<file path="src/rtl/srl_fifo_reader_if.sv">
// rtl/srl_fifo_reader_if.sv - write/read handshake bundle for srl_fifo_reader
interface srl_fifo_reader_if #(
  parameter int WIDTH = 8,
  parameter int DEPTH = 16
);
  localparam int CW = $clog2(DEPTH + 1);

  logic [WIDTH-1:0] in_data;
  logic             in_valid;
  logic             in_ready;
  logic [WIDTH-1:0] out_data;
  logic             out_valid;
  logic             out_ready;
  logic [CW-1:0]    count;

  modport master (
    output in_data, in_valid, out_ready,
    input  in_ready, out_data, out_valid, count
  );

  modport slave (
    input  in_data, in_valid, out_ready,
    output in_ready, out_data, out_valid, count
  );
endinterface

</file>
<file path="src/rtl/srl_fifo_reader.sv">
// rtl/srl_fifo_reader.sv - shift-register FIFO read through an addressed tap
module srl_fifo_reader #(
  parameter int WIDTH = 8,
  parameter int DEPTH = 16
) (
  input  logic               clk,
  input  logic               rst,
  srl_fifo_reader_if.slave   bus
);
  localparam int CW = $clog2(DEPTH + 1);
  localparam int AW = (DEPTH > 1) ? $clog2(DEPTH) : 1;

  logic [WIDTH-1:0] sr_q [DEPTH];
  logic [WIDTH-1:0] sr_d [DEPTH];
  logic [CW-1:0]    count_q;
  logic [CW-1:0]    count_d;
  logic             push;
  logic             pop;
  logic [AW-1:0]    addr;

  always_comb begin
    push    = bus.in_valid && (count_q != CW'(DEPTH));
    pop     = bus.out_ready && (count_q != '0);
    count_d = count_q;
    if (push && !pop) begin
      count_d = count_q + CW'(1);
    end else if (pop && !push) begin
      count_d = count_q - CW'(1);
    end
    // Shift is the only write path so the chain maps onto SRLs with CE = push.
    sr_d = sr_q;
    if (push) begin
      sr_d[0] = bus.in_data;
      for (int k = 1; k < DEPTH; k++) begin
        sr_d[k] = sr_q[k-1];
      end
    end
  end

  always_ff @(posedge clk) begin
    if (rst) begin
      count_q <= '0;
    end else begin
      count_q <= count_d;
    end
  end

  always_ff @(posedge clk) begin
    sr_q <= sr_d;
  end

  // Oldest sample sits at count-1; wraps harmlessly when empty.
  assign addr          = AW'(count_q - CW'(1));
  assign bus.out_data  = sr_q[addr];
  assign bus.out_valid = (count_q != '0);
  assign bus.in_ready  = (count_q != CW'(DEPTH));
  assign bus.count     = count_q;
endmodule

</file>
<file path="src/flat_wrapper.sv">
// flat-port wrapper written by rule: the top's interface ports become plain ports
module srl_fifo_reader_flat 
#(
  parameter int WIDTH = 8,
  parameter int DEPTH = 16
)
  (clk, rst, bus_in_data, bus_in_valid, bus_out_ready, bus_in_ready, bus_out_data, bus_out_valid, bus_count);
  srl_fifo_reader_if #(.WIDTH(WIDTH), .DEPTH(DEPTH)) bus_i ();
  input  logic clk;
  input  logic rst;
  input wire logic [$bits(bus_i.in_data)-1:0] bus_in_data;
  input wire logic [$bits(bus_i.in_valid)-1:0] bus_in_valid;
  input wire logic [$bits(bus_i.out_ready)-1:0] bus_out_ready;
  output wire logic [$bits(bus_i.in_ready)-1:0] bus_in_ready;
  output wire logic [$bits(bus_i.out_data)-1:0] bus_out_data;
  output wire logic [$bits(bus_i.out_valid)-1:0] bus_out_valid;
  output wire logic [$bits(bus_i.count)-1:0] bus_count;
  assign bus_i.in_data = bus_in_data;
  assign bus_i.in_valid = bus_in_valid;
  assign bus_i.out_ready = bus_out_ready;
  assign bus_in_ready = bus_i.in_ready;
  assign bus_out_data = bus_i.out_data;
  assign bus_out_valid = bus_i.out_valid;
  assign bus_count = bus_i.count;
  srl_fifo_reader #(.WIDTH(WIDTH), .DEPTH(DEPTH)) u_core (.clk(clk), .rst(rst), .bus(bus_i));
endmodule
</file>
<file path="config.mk">
export PLATFORM = sky130hd
export DESIGN_NAME = srl_fifo_reader_flat
export DESIGN_NICKNAME = d
export VERILOG_FILES = /design/src/rtl/srl_fifo_reader_if.sv /design/src/rtl/srl_fifo_reader.sv /design/src/flat_wrapper.sv
export SDC_FILE = /design/constraint.sdc
export NUM_CORES = 1
export LEC_CHECK = 0
export BUFFER_PORTS_ARGS = -buffer_cell sky130_fd_sc_hd__clkbuf_2
export CORE_ASPECT_RATIO = 1.1
export CORE_MARGIN = 2
export CORE_UTILIZATION = 40
export CTS_CLUSTER_DIAMETER = 200
export DETAILED_ROUTE_END_ITERATION = 12
export SLEW_MARGIN = 5
export SYNTH_ARGS = -nofsm -noshare
export SYNTH_HDL_FRONTEND = slang
export SYNTH_SLANG_ARGS = --single-unit
</file>
<file path="constraint.sdc">
create_clock -name clk -period 13.1 [get_ports clk]
set_clock_uncertainty 0.1 [all_clocks]
set_input_delay 1.965 -clock clk [delete_from_list [all_inputs] [get_ports clk]]
set_output_delay 1.965 -clock clk [all_outputs]
set_load 0.05 [all_outputs]
</file>
==> impl_metrics.csv, run 1 <==
group,metric,value,unit
die,die_x,113,um
clock_tree,root_buffer,"clkbuf_16",
global_route,grt_antenna_before_repair,0,
detailed_routing,drtIter0Drc,163,
yosys,synth-adder-area-share,0.712,%
clock_tree,cts_buffer_depth,2,
power,p_leak,2.12,nW
place,placed_area,0.00557,sq mm
sta,slew_violations,0,
power,power-per-cell-area,269,mW/mm^2
worst_setup_path,cpPeakStageDelay,0.43,ns
sta,tightestPinTransition,1.00,ns
worst_hold_path,hold_path_class,"reg -> reg",
die,die_height,124,um
power,power.switching,0.568,mW
cells_and_area,n_antenna_cell,0,
sta,setup_ws,8.32,ns
power,power_frac_comb,34.3,%
power,p_int,1.09,mW
clock_tree,cts-buffers-inserted,17,
global_route,grt_usage,12.4,%
clock_tree,cts-htree-levels,4,
clock_tree,ctsResizeCount,0,
clock_tree,clock_latency,0.41,ns
clock_tree,postCtsHoldBufs,0,
detailed_routing,drtAntennaViolNets,0,
yosys,synthCells,242,
worst_setup_path,worstPathArrival,2.71,ns
yosys,synth_seq_area_share,74.8,%
die,start_util,40.4,%
yosys,synth_compound_area_share,2.44,%
detailed_routing,wl,8.15,mm
sta,relSlewSlack,33.0,%
yosys,synth_top_area_share,72.9,%
place,gp_congestion,0.712,
cells_and_area,drive_above_1_share,27.4,%
worst_setup_path,crit_slowest_cell,"dfxtp_1",
yosys,yosysTopAreaCell,"edfxtp_1",
yosys,ys_top_cells_by_area,"edfxtp_1 (73%), mux4_2 (7.7%), mux4_1 (7.0%)",
sta,grt_setup_unrepaired,"no",
die,placementRows,44,
cells_and_area,fin_nets,295,
yosys,synth_top_family_by_area,"multiplexers",
place,dp_slack,8.74,ns
cells_and_area,final_area,0.00616,sq mm
yosys,avgSynthCellArea,21.8,sq um
cells_and_area,area_delta_synth_final,16.9,%
yosys,synthSimpleGateAreaFrac,2.68,%
yosys,syn_nets,257,
yosys,synth-edff-count,128,
run_status,status,"complete, no violations",
worst_setup_path,setup.worst_path.end_class,"primary output",
yosys,yosysWarnings,0,
yosys,yosys-mux-area-fraction,16.4,%
die,core_region_area,0.0130,sq mm
worst_setup_path,path_buf_inv,3,
worst_setup_path,path_delay_family,"buffers and inverters",
die,ios,27,
global_route,grt_pass1_wl,13.0,mm
yosys,ys_ff_latch,133,
power,p_seq_share,36.8,%
power,vdd.ir_drop.worst,0.119,mV
sta,finalHoldViolations,0,
sta,setup_viol,0,
detailed_routing,drcViolationCount,0,
detailed_routing,drt_pass1_iterations,6,
global_route,first_global_vias,2374,
worst_setup_path,cp_max_fo,32,
yosys,synth-main-ff-cell,"edfxtp_1",
worst_setup_path,required,11.03,ns
global_route,overflow,0,
detailed_routing,routedWlPerCell,18.0,um
clock_tree,post_cts_buffers,0,
global_route,grt_max_degree,82,
clock_tree,clk_pin_slew,0.06,ns
clock_tree,cts_tree,"yes",
place,numPortBuffers,26,
run,maxCapViolations,0,
yosys,synth-async-reset-ratio,0,%
worst_setup_path,crit_chain,"inv_1, ha_1, xor2_4, buf_4, mux4_2, mux2i_1, a21oi_1, clkbuf_2",
clock_tree,clock_sinks,133,
worst_setup_path,startpoint_type,"flop",
place,dp.final_hpwl,4.47,mm
sta,setup_tns,0,ns
die,die_area,0.0141,sq mm
yosys,synth_area,0.00527,sq mm
sta,period_minus_slack,4.78,ns
yosys,synth-xor-area-share,1.14,%
detailed_routing,route.vias.total,2374,
sta,max_freq,209,MHz
sta,finalCritPeriodShare,36.5,%
worst_setup_path,worstSetupPathType,"reg -> out",
detailed_routing,viasPerCell,5.24,
power,clockPowerShare,28.8,%
yosys,synth_cell_type_count,30,
power,p_sw_share,34.3,%
worst paths after layout:
check / from / to / slack [ns] / depth (start not counted)
worst max-delay path: u_core.bus.count[1] / bus_out_data[3] / 8.32 / 8
worst min-delay path: u_core.sr_q[83] / u_core.sr_q[75] / 0.34 / 0
worst max register to register: u_core.bus.count[1] / u_core.sr_q[113] / 10.04 / 6
worst min register to register: u_core.sr_q[83] / u_core.sr_q[75] / 0.34 / 0
cell usage in the layout (no fill, tap or decap), drive strengths merged:
cell type / instances
clkinvlp: 2
buf: 5
mux4: 32
nand4: 2
a21oi: 12
dfxtp: 5
or3: 1
and2: 1
nand2: 2
mux2i: 9
nand2b: 1
o21ai: 1
ha: 3
nor3: 1
xor2: 3
or4: 1
nor2: 5
nor2b: 8
inv: 2
clkbuf: 45
nor3b: 1
or4b: 1
clkinv: 6
bufinv: 4
edfxtp: 128
xnor2: 3
a211oi: 8
kinds of logic (layout without fill, tap and decap cells):
logic type | count (synthesis) | in the layout
adder cells (fa/ha/maj) | 3 | 3
buffers and inverters | 14 | 64
AO/OA/AOI/OAI | 21 | 21
multiplexers | 41 | 41
XOR/XNOR | 6 | 6
flip-flops | 133 | 133
AND/OR/NAND/NOR | 24 | 24
per-layer routing:
| metal | GRT usage (%) | share of wire, % | vias up | routed length, um |
|---|---|---|---|---|
| met5 | 0 | 0 | - | 0 |
| met4 | 5.38 | 1.8 | 0 | 147 |
| met3 | 4.57 | 2.8 | 12 | 225 |
| met2 | 16.9 | 45 | 36 | 3640 |
| met1 | 17.9 | 51 | 1232 | 4140 |
| li1 | - | - | 1094 | - |
sequential cells by signal (all words and copies together), names as in the netlist:
name / cells
u_core.sr_q: 128
u_core.bus.count: 5
cells in the mapped netlist, types with 2 or more instances:
cell and number:
mux4_2 18, ha_1 3, a211oi_1 8, xor2_1 2
nor2b_1 8, nor2_1 5, mux4_1 14, nand4_1 2
clkbuf_1 2, buf_2 5, a21oi_1 11, edfxtp_1 128
inv_1 2, dfxtp_1 5, nand2_1 2, buf_6 3
mux2i_1 9, xnor2_1 3
power by group through the flow:
stage | Sequential [mW] | Combinational [mW] | Clock, mW
final | 0.611 | 0.569 | 0.478
after global routing | 0.621 | 0.610 | 0.509
after CTS | 0.611 | 0.578 | 0.490
after detailed placement | 0.618 | 0.577 | 0
after global placement | 0.614 | 0.573 | 0
after floorplan | 0.619 | 0.452 | 0
metrics by stage:
stage                     hold WS, ns  total power [mW]  instances  util [%]
final                           0.340              1.66        453      47.2
after global routing            0.346              1.74        453      47.2
after CTS                       0.341              1.68        453      47.2
after detailed placement        0.327              1.19        422      42.7
after global placement          0.320              1.19        422      42.7
after floorplan                 0.317              1.07        242         -
layout make-up:
class	instances	area, sq um
clock buffers	19	433
repair buffers	31	168
clock inverters	12	161
multi-input cells	95	1240
well taps	161	201
flip-flops and latches	133	3950
fillers	1057	6890
inverters	2	7.51
No activity file was read; power rests on OpenSTA's default activity.
==> inputs of run 2 (changes only) <==
--- a/config.mk
+++ b/config.mk
@@ -5,6 +5,7 @@
 export SDC_FILE = /design/constraint.sdc
 export NUM_CORES = 1
 export LEC_CHECK = 0
+export ABC_AREA = 1
 export BUFFER_PORTS_ARGS = -buffer_cell sky130_fd_sc_hd__clkbuf_2
 export CORE_ASPECT_RATIO = 1.1
 export CORE_MARGIN = 2
==> constraint.sdc (replaced) <==
create_clock -name clk -period 4.6 [get_ports clk]
set_clock_uncertainty 0.1 [all_clocks]
set_input_delay 0.69 -clock clk [delete_from_list [all_inputs] [get_ports clk]]
set_output_delay 0.69 -clock clk [all_outputs]
set_load 0.05 [all_outputs]
==> impl_metrics.csv, run 2 <==
group,metric,value,unit
cells_and_area,post-route-util,47.0,%
worst_setup_path,cp_max_fo,34,
yosys,yosysWarnings,0,
yosys,synth_top_area_share,66.1,%
clock_tree,cts_buffer_depth,2,
worst_setup_path,rr_worst_depth,12,
sta,relSlewSlack,32.4,%
yosys,syn_nets,583,
global_route,first_global_vias,3633,
yosys,synth-async-reset-ratio,0,%
global_route,overflow,0,
yosys,synth.top_cells.by_count,"nand2_1 (179), edfxtp_1 (128), nand3_1 (102)",
clock_tree,clock_latency,0.42,ns
yosys,synth_area,0.00582,sq mm
die,ios,27,
die,core_region_area,0.0143,sq mm
sta,finalCritPeriodShare,82.2,%
die,placementRows,46,
worst_hold_path,hold_end,"u_core.sr_q[125]",
clock_tree,cts-htree-levels,4,
clock_tree,postCtsHoldBufs,0,
worst_setup_path,path_delay_family,"adder cells",
yosys,synth-xor-area-share,0.710,%
cells_and_area,drive_above_1_share,17.2,%
die,die_x,119,um
clock_tree,ctsResizeCount,0,
detailed_routing,drt_pass1_iterations,6,
sta,setup_tns,0,ns
yosys,synth-main-ff-cell,"edfxtp_1",
worst_setup_path,rr_endpoint,"u_core.bus.count[2]",
worst_hold_path,min-delay-start,"bus_in_data[5]",
yosys,ys_ff_latch,133,
worst_hold_path,worstHoldPathCells,1,
detailed_routing,viasPerCell,4.62,
yosys,synth_compound_area_share,0.774,%
yosys,synthCells,568,
worst_setup_path,path_buf_inv,3,
sta,setup_viol,0,
global_route,grt_antenna_before_repair,0,
yosys,synth-adder-area-share,0.645,%
cells_and_area,final_common_cell,"nand2_1",
yosys,synthSimpleGateAreaFrac,21.1,%
place,placed_area,0.00613,sq mm
worst_setup_path,required,3.81,ns
detailed_routing,drtIter0Drc,334,
clock_tree,clock_sinks,133,
die,die_height,130,um
place,dp_slack,1.24,ns
sta,slew_violations,0,
yosys,yosys-mux-area-fraction,0,%
clock_tree,root_buffer,"clkbuf_16",
detailed_routing,routedWlPerCell,13.7,um
run_status,status,"complete, no violations",
global_route,grt_max_degree,130,
sta,period_minus_slack,3.78,ns
sta,max_freq,264,MHz
worst_setup_path,r2r_start,"u_core.bus.count[1]",
cells_and_area,final_area,0.00674,sq mm
cells_and_area,largest_reg_flops,128,
place,numPortBuffers,26,
worst_setup_path,setup.worst_path.end_class,"primary output",
worst_setup_path,worstSetupPathType,"reg -> out",
worst_setup_path,startpoint_type,"flop",
clock_tree,clk_pin_slew,0.06,ns
worst_setup_path,worstPathArrival,2.99,ns
detailed_routing,drcViolationCount,0,
sta,tightestPinTransition,1.01,ns
clock_tree,cts-buffers-inserted,17,
global_route,grt_pass1_wl,18.2,mm
worst_hold_path,hold_path_class,"in -> reg",
die,die_area,0.0155,sq mm
sta,finalHoldViolations,0,
yosys,synth-edff-count,128,
sta,grt_setup_unrepaired,"no",
die,start_util,40.6,%
yosys,synth_seq_area_share,67.8,%
cells_and_area,final_cell_mix,"nand2_1 (179), edfxtp_1 (128), nand3_1 (101)",
worst_setup_path,crit_slowest_cell,"ha_2",
worst_setup_path,crit_path_frequent_cell,"nand3_1",
run,maxCapViolations,0,
cells_and_area,regMostFlops,"u_core.sr_q",
yosys,ys_top_cells_by_area,"edfxtp_1 (66%), nand2_1 (12%), nand3_1 (8.8%)",
detailed_routing,wl,11.0,mm
place,dp.final_hpwl,5.94,mm
yosys,avgSynthCellArea,10.2,sq um
yosys,yosysMostFrequentCell,"nand2_1",
worst_setup_path,cpPeakStageDelay,0.84,ns
cells_and_area,n_antenna_cell,0,
clock_tree,cts_tree,"yes",
clock_tree,post_cts_buffers,0,
yosys,synth_cell_type_count,21,
yosys,synth_top_family_by_area,"simple AND/OR/NAND/NOR gates",
detailed_routing,drtAntennaViolNets,0,
global_route,grt_usage,15.1,%
cells_and_area,fin_nets,607,
worst_setup_path,crit_chain,"inv_1, ha_2, inv_2, nand3_1, nand3_1, nand3_1, nand2_1, clkbuf_2",
sta,setup_ws,0.819,ns
cells_and_area,area_delta_synth_final,15.9,%
place,gp_congestion,0.772,
detailed_routing,route.vias.total,3686,
yosys,yosysTopAreaCell,"edfxtp_1",
worst_setup_path,r2r_slack,2.05,ns
-- run 2: worst max path at each step --
stage | cells after the start | end | startpoint | slack [ns]
2_1_floorplan | 12 | u_core.bus.count[4] | u_core.bus.count[0] | 0.03
5_1_grt | 8 | bus_out_data[0] | u_core.bus.count[1] | 0.55
3_5_place_dp | 8 | bus_out_data[7] | u_core.bus.count[1] | 1.24
3_3_place_gp | 8 | bus_out_data[7] | u_core.bus.count[1] | 1.31
6_report | 8 | bus_out_data[7] | u_core.bus.count[1] | 0.82
4_1_cts | 8 | bus_out_data[7] | u_core.bus.count[1] | 0.79
-- run 2: cells by family (layout without fill, tap and decap cells) --
group,Yosys count,in the layout
AND/OR/NAND/NOR,290,290
flip-flops,133,133
buffers and inverters,130,167
AO/OA/AOI/OAI,9,9
adder cells (fa/ha/maj),3,3
XOR/XNOR,3,3
-- run 2: final cells by class --
cell class	count	area (sq um)
Clock inverter	15	188
Timing Repair Buffer	29	165
Inverter	106	415
Tap cell	192	240
Sequential cell	133	3950
Clock buffer	17	425
Fill cell	1290	7590
Multi-Input combinational cell	305	1360
-- run 2: per-layer routing --
metal	vias up	share of wire [%]	track usage, %
met4	0	1.8	8.33
met1	1704	48	19.7
met5	-	0	0
li1	1884	-	-
met2	84	47	23.4
met3	14	3.7	3.73
-- run 2: stage by stage --
step | std cells | hold WS (ns)
floorplan | 568 | 0.326
global placement | 765 | 0.330
detailed placement | 765 | 0.332
CTS | 797 | 0.327
global route | 797 | 0.337
finish | 797 | 0.339
Power of run 2 is left out: the tool's default activity adds up to more than one toggle a clock period on the data nets, which glitch-free logic cannot reach.
==> inputs of run 3 (changes only) <==
--- a/config.mk
+++ b/config.mk
@@ -5,7 +5,7 @@
 export SDC_FILE = /design/constraint.sdc
 export NUM_CORES = 1
 export LEC_CHECK = 0
-export ABC_AREA = 1
+export ABC_AREA = 0
 export BUFFER_PORTS_ARGS = -buffer_cell sky130_fd_sc_hd__clkbuf_2
 export CORE_ASPECT_RATIO = 1.1
 export CORE_MARGIN = 2
==> constraint.sdc (replaced) <==
create_clock -name clk -period 3.95 [get_ports clk]
set_clock_uncertainty 0.1 [all_clocks]
set_input_delay 0.5925 -clock clk [delete_from_list [all_inputs] [get_ports clk]]
set_output_delay 0.5925 -clock clk [all_outputs]
set_load 0.05 [all_outputs]
==> impl_metrics.csv, run 3 (synthesized netlist as in run 1, its figures left out) <==
group,metric,value,unit
die,die_x,113,um
global_route,grt_antenna_before_repair,0,
worst_setup_path,setup.worst_path.end_class,"primary output",
worst_setup_path,worstSetupPathType,"reg -> out",
place,dp_slack,0.871,ns
sta,slew_violations,0,
clock_tree,clk_pin_slew,0.05,ns
clock_tree,clock_latency,0.41,ns
clock_tree,cts_buffer_depth,2,
detailed_routing,drt_pass1_iterations,4,
global_route,first_global_vias,2510,
clock_tree,cts-htree-levels,4,
cells_and_area,fin_nets,298,
cells_and_area,finalNonFillerCells,455,
worst_hold_path,hold_path_class,"in -> reg",
clock_tree,postCtsHoldBufs,0,
detailed_routing,routedWlPerCell,18.9,um
global_route,grt_pass1_wl,13.8,mm
cells_and_area,final_common_cell,"edfxtp_1",
place,dp.final_hpwl,4.99,mm
die,placementRows,44,
die,core_region_area,0.0130,sq mm
sta,setup_tns,0,ns
sta,finalCritPeriodShare,86.8,%
sta,finalHoldViolations,0,
run_status,status,"complete, no violations",
die,start_util,40.4,%
cells_and_area,area_delta_synth_final,16.4,%
global_route,overflow,0,
cells_and_area,final_cell_mix,"edfxtp_1 (128), clkbuf_2 (26), mux4_2 (18)",
worst_setup_path,required,3.26,ns
clock_tree,ctsResizeCount,0,
place,gp_congestion,0.729,
detailed_routing,drtAntennaViolNets,0,
cells_and_area,final_area,0.00614,sq mm
sta,period_minus_slack,3.43,ns
sta,relSlewSlack,47.7,%
detailed_routing,viasPerCell,5.28,
worst_setup_path,startpoint_type,"flop",
run,maxCapViolations,0,
clock_tree,root_buffer,"clkbuf_16",
detailed_routing,drcViolationCount,0,
worst_setup_path,cp_max_fo,32,
place,dp.cells,425,
sta,whs,0.253,ns
power,p_leak,2.12,nW
power,power-per-cell-area,884,mW/mm^2
sta,max_freq,292,MHz
die,die_area,0.0141,sq mm
clock_tree,cts-buffers-inserted,17,
sta,setup_ws,0.522,ns
power,vdd.ir_drop.worst,0.388,mV
sta,tightestPinTransition,0.785,ns
detailed_routing,route.vias.total,2401,
die,die_height,124,um
cells_and_area,drive_above_1_share,29.3,%
clock_tree,cts_tree,"yes",
place,placed_area,0.00559,sq mm
global_route,grt_max_degree,65,
die,ios,27,
worst_setup_path,worstPathArrival,2.74,ns
cells_and_area,n_antenna_cell,0,
sta,grt_setup_unrepaired,"no",
global_route,grt_usage,13.3,%
place,numPortBuffers,26,
cells_and_area,largest_reg_flops,128,
clock_tree,clock_sinks,133,
clock_tree,post_cts_buffers,0,
sta,setup_viol,0,
detailed_routing,wl,8.61,mm
detailed_routing,drtIter0Drc,209,
cells_and_area,regMostFlops,"u_core.sr_q",
## run 3: cell types whose count changed in the layout (fill, tap and decap cells not counted), moves of 5 or more
cell | previous run | this run
mux4_1 | 0 | 14
a211oi_1 | 0 | 8
a21oi_1 | 6 | 11
nand2_1 | 179 | 1
nor2b_1 | 0 | 8
buf_4 | 2 | 7
inv_2 | 26 | 0
nand3_1 | 101 | 0
inv_1 | 68 | 2
mux4_2 | 0 | 18
mux2i_1 | 0 | 9
clkinv_2 | 17 | 6
## run 3: final cells by class
cell class | instances | area, sq um
clock buffer | 19 | 433
clock inverter | 11 | 113
fill | 1057 | 6910
inverter | 2 | 7.51
multi-input combinational | 95 | 1240
sequential | 133 | 3950
tap | 161 | 201
timing repair buffer | 34 | 203
## run 3: layer usage
layer | global-route usage, % | up-vias | part of all wire (%)
met4 | 6.03 | 0 | 1.7
met2 | 18.7 | 36 | 47
met3 | 4.62 | 11 | 2.6
met5 | 0 | - | 0
met1 | 18.7 | 1258 | 49
li1 | - | 1096 | -
## run 3: critical path, stage by stage (launching register included)
cell and delay [ns]:
dfxtp_2 0.57, inv_1 0.09, ha_1 0.28, xor2_2 0.19, buf_12 0.23, mux4_2 0.33, mux2i_1 0.25, a21oi_1 0.13
clkbuf_2 0.25
## run 3: worst paths after layout
path	startpoint	to	slack, ns	cells after the start
max	u_core.bus.count[0]	bus_out_data[1]	0.52	8
min	bus_in_data[0]	u_core.sr_q[120]	0.25	1
max reg2reg	u_core.bus.count[0]	u_core.sr_q[70]	0.96	6
min reg2reg	u_core.sr_q[104]	u_core.sr_q[96]	0.34	0
## run 3: through the flow
stage / util, % / power [mW]
detailed placement: 42.9 / 4.00
floorplan: - / 3.54
CTS: 47.0 / 5.49
global placement: 42.9 / 3.96
finish: 47.0 / 5.42
global route: 47.0 / 5.71
## run 3: power by group
| group | switching, mW | total (mW) | internal [mW] |
|---|---|---|---|
| clock network | 0.551 | 1.46 | 0.912 |
| logic | 1.20 | 1.91 | 0.710 |
| registers | 0.160 | 2.05 | 1.89 |
| total | 1.91 | 5.42 | 3.51 |
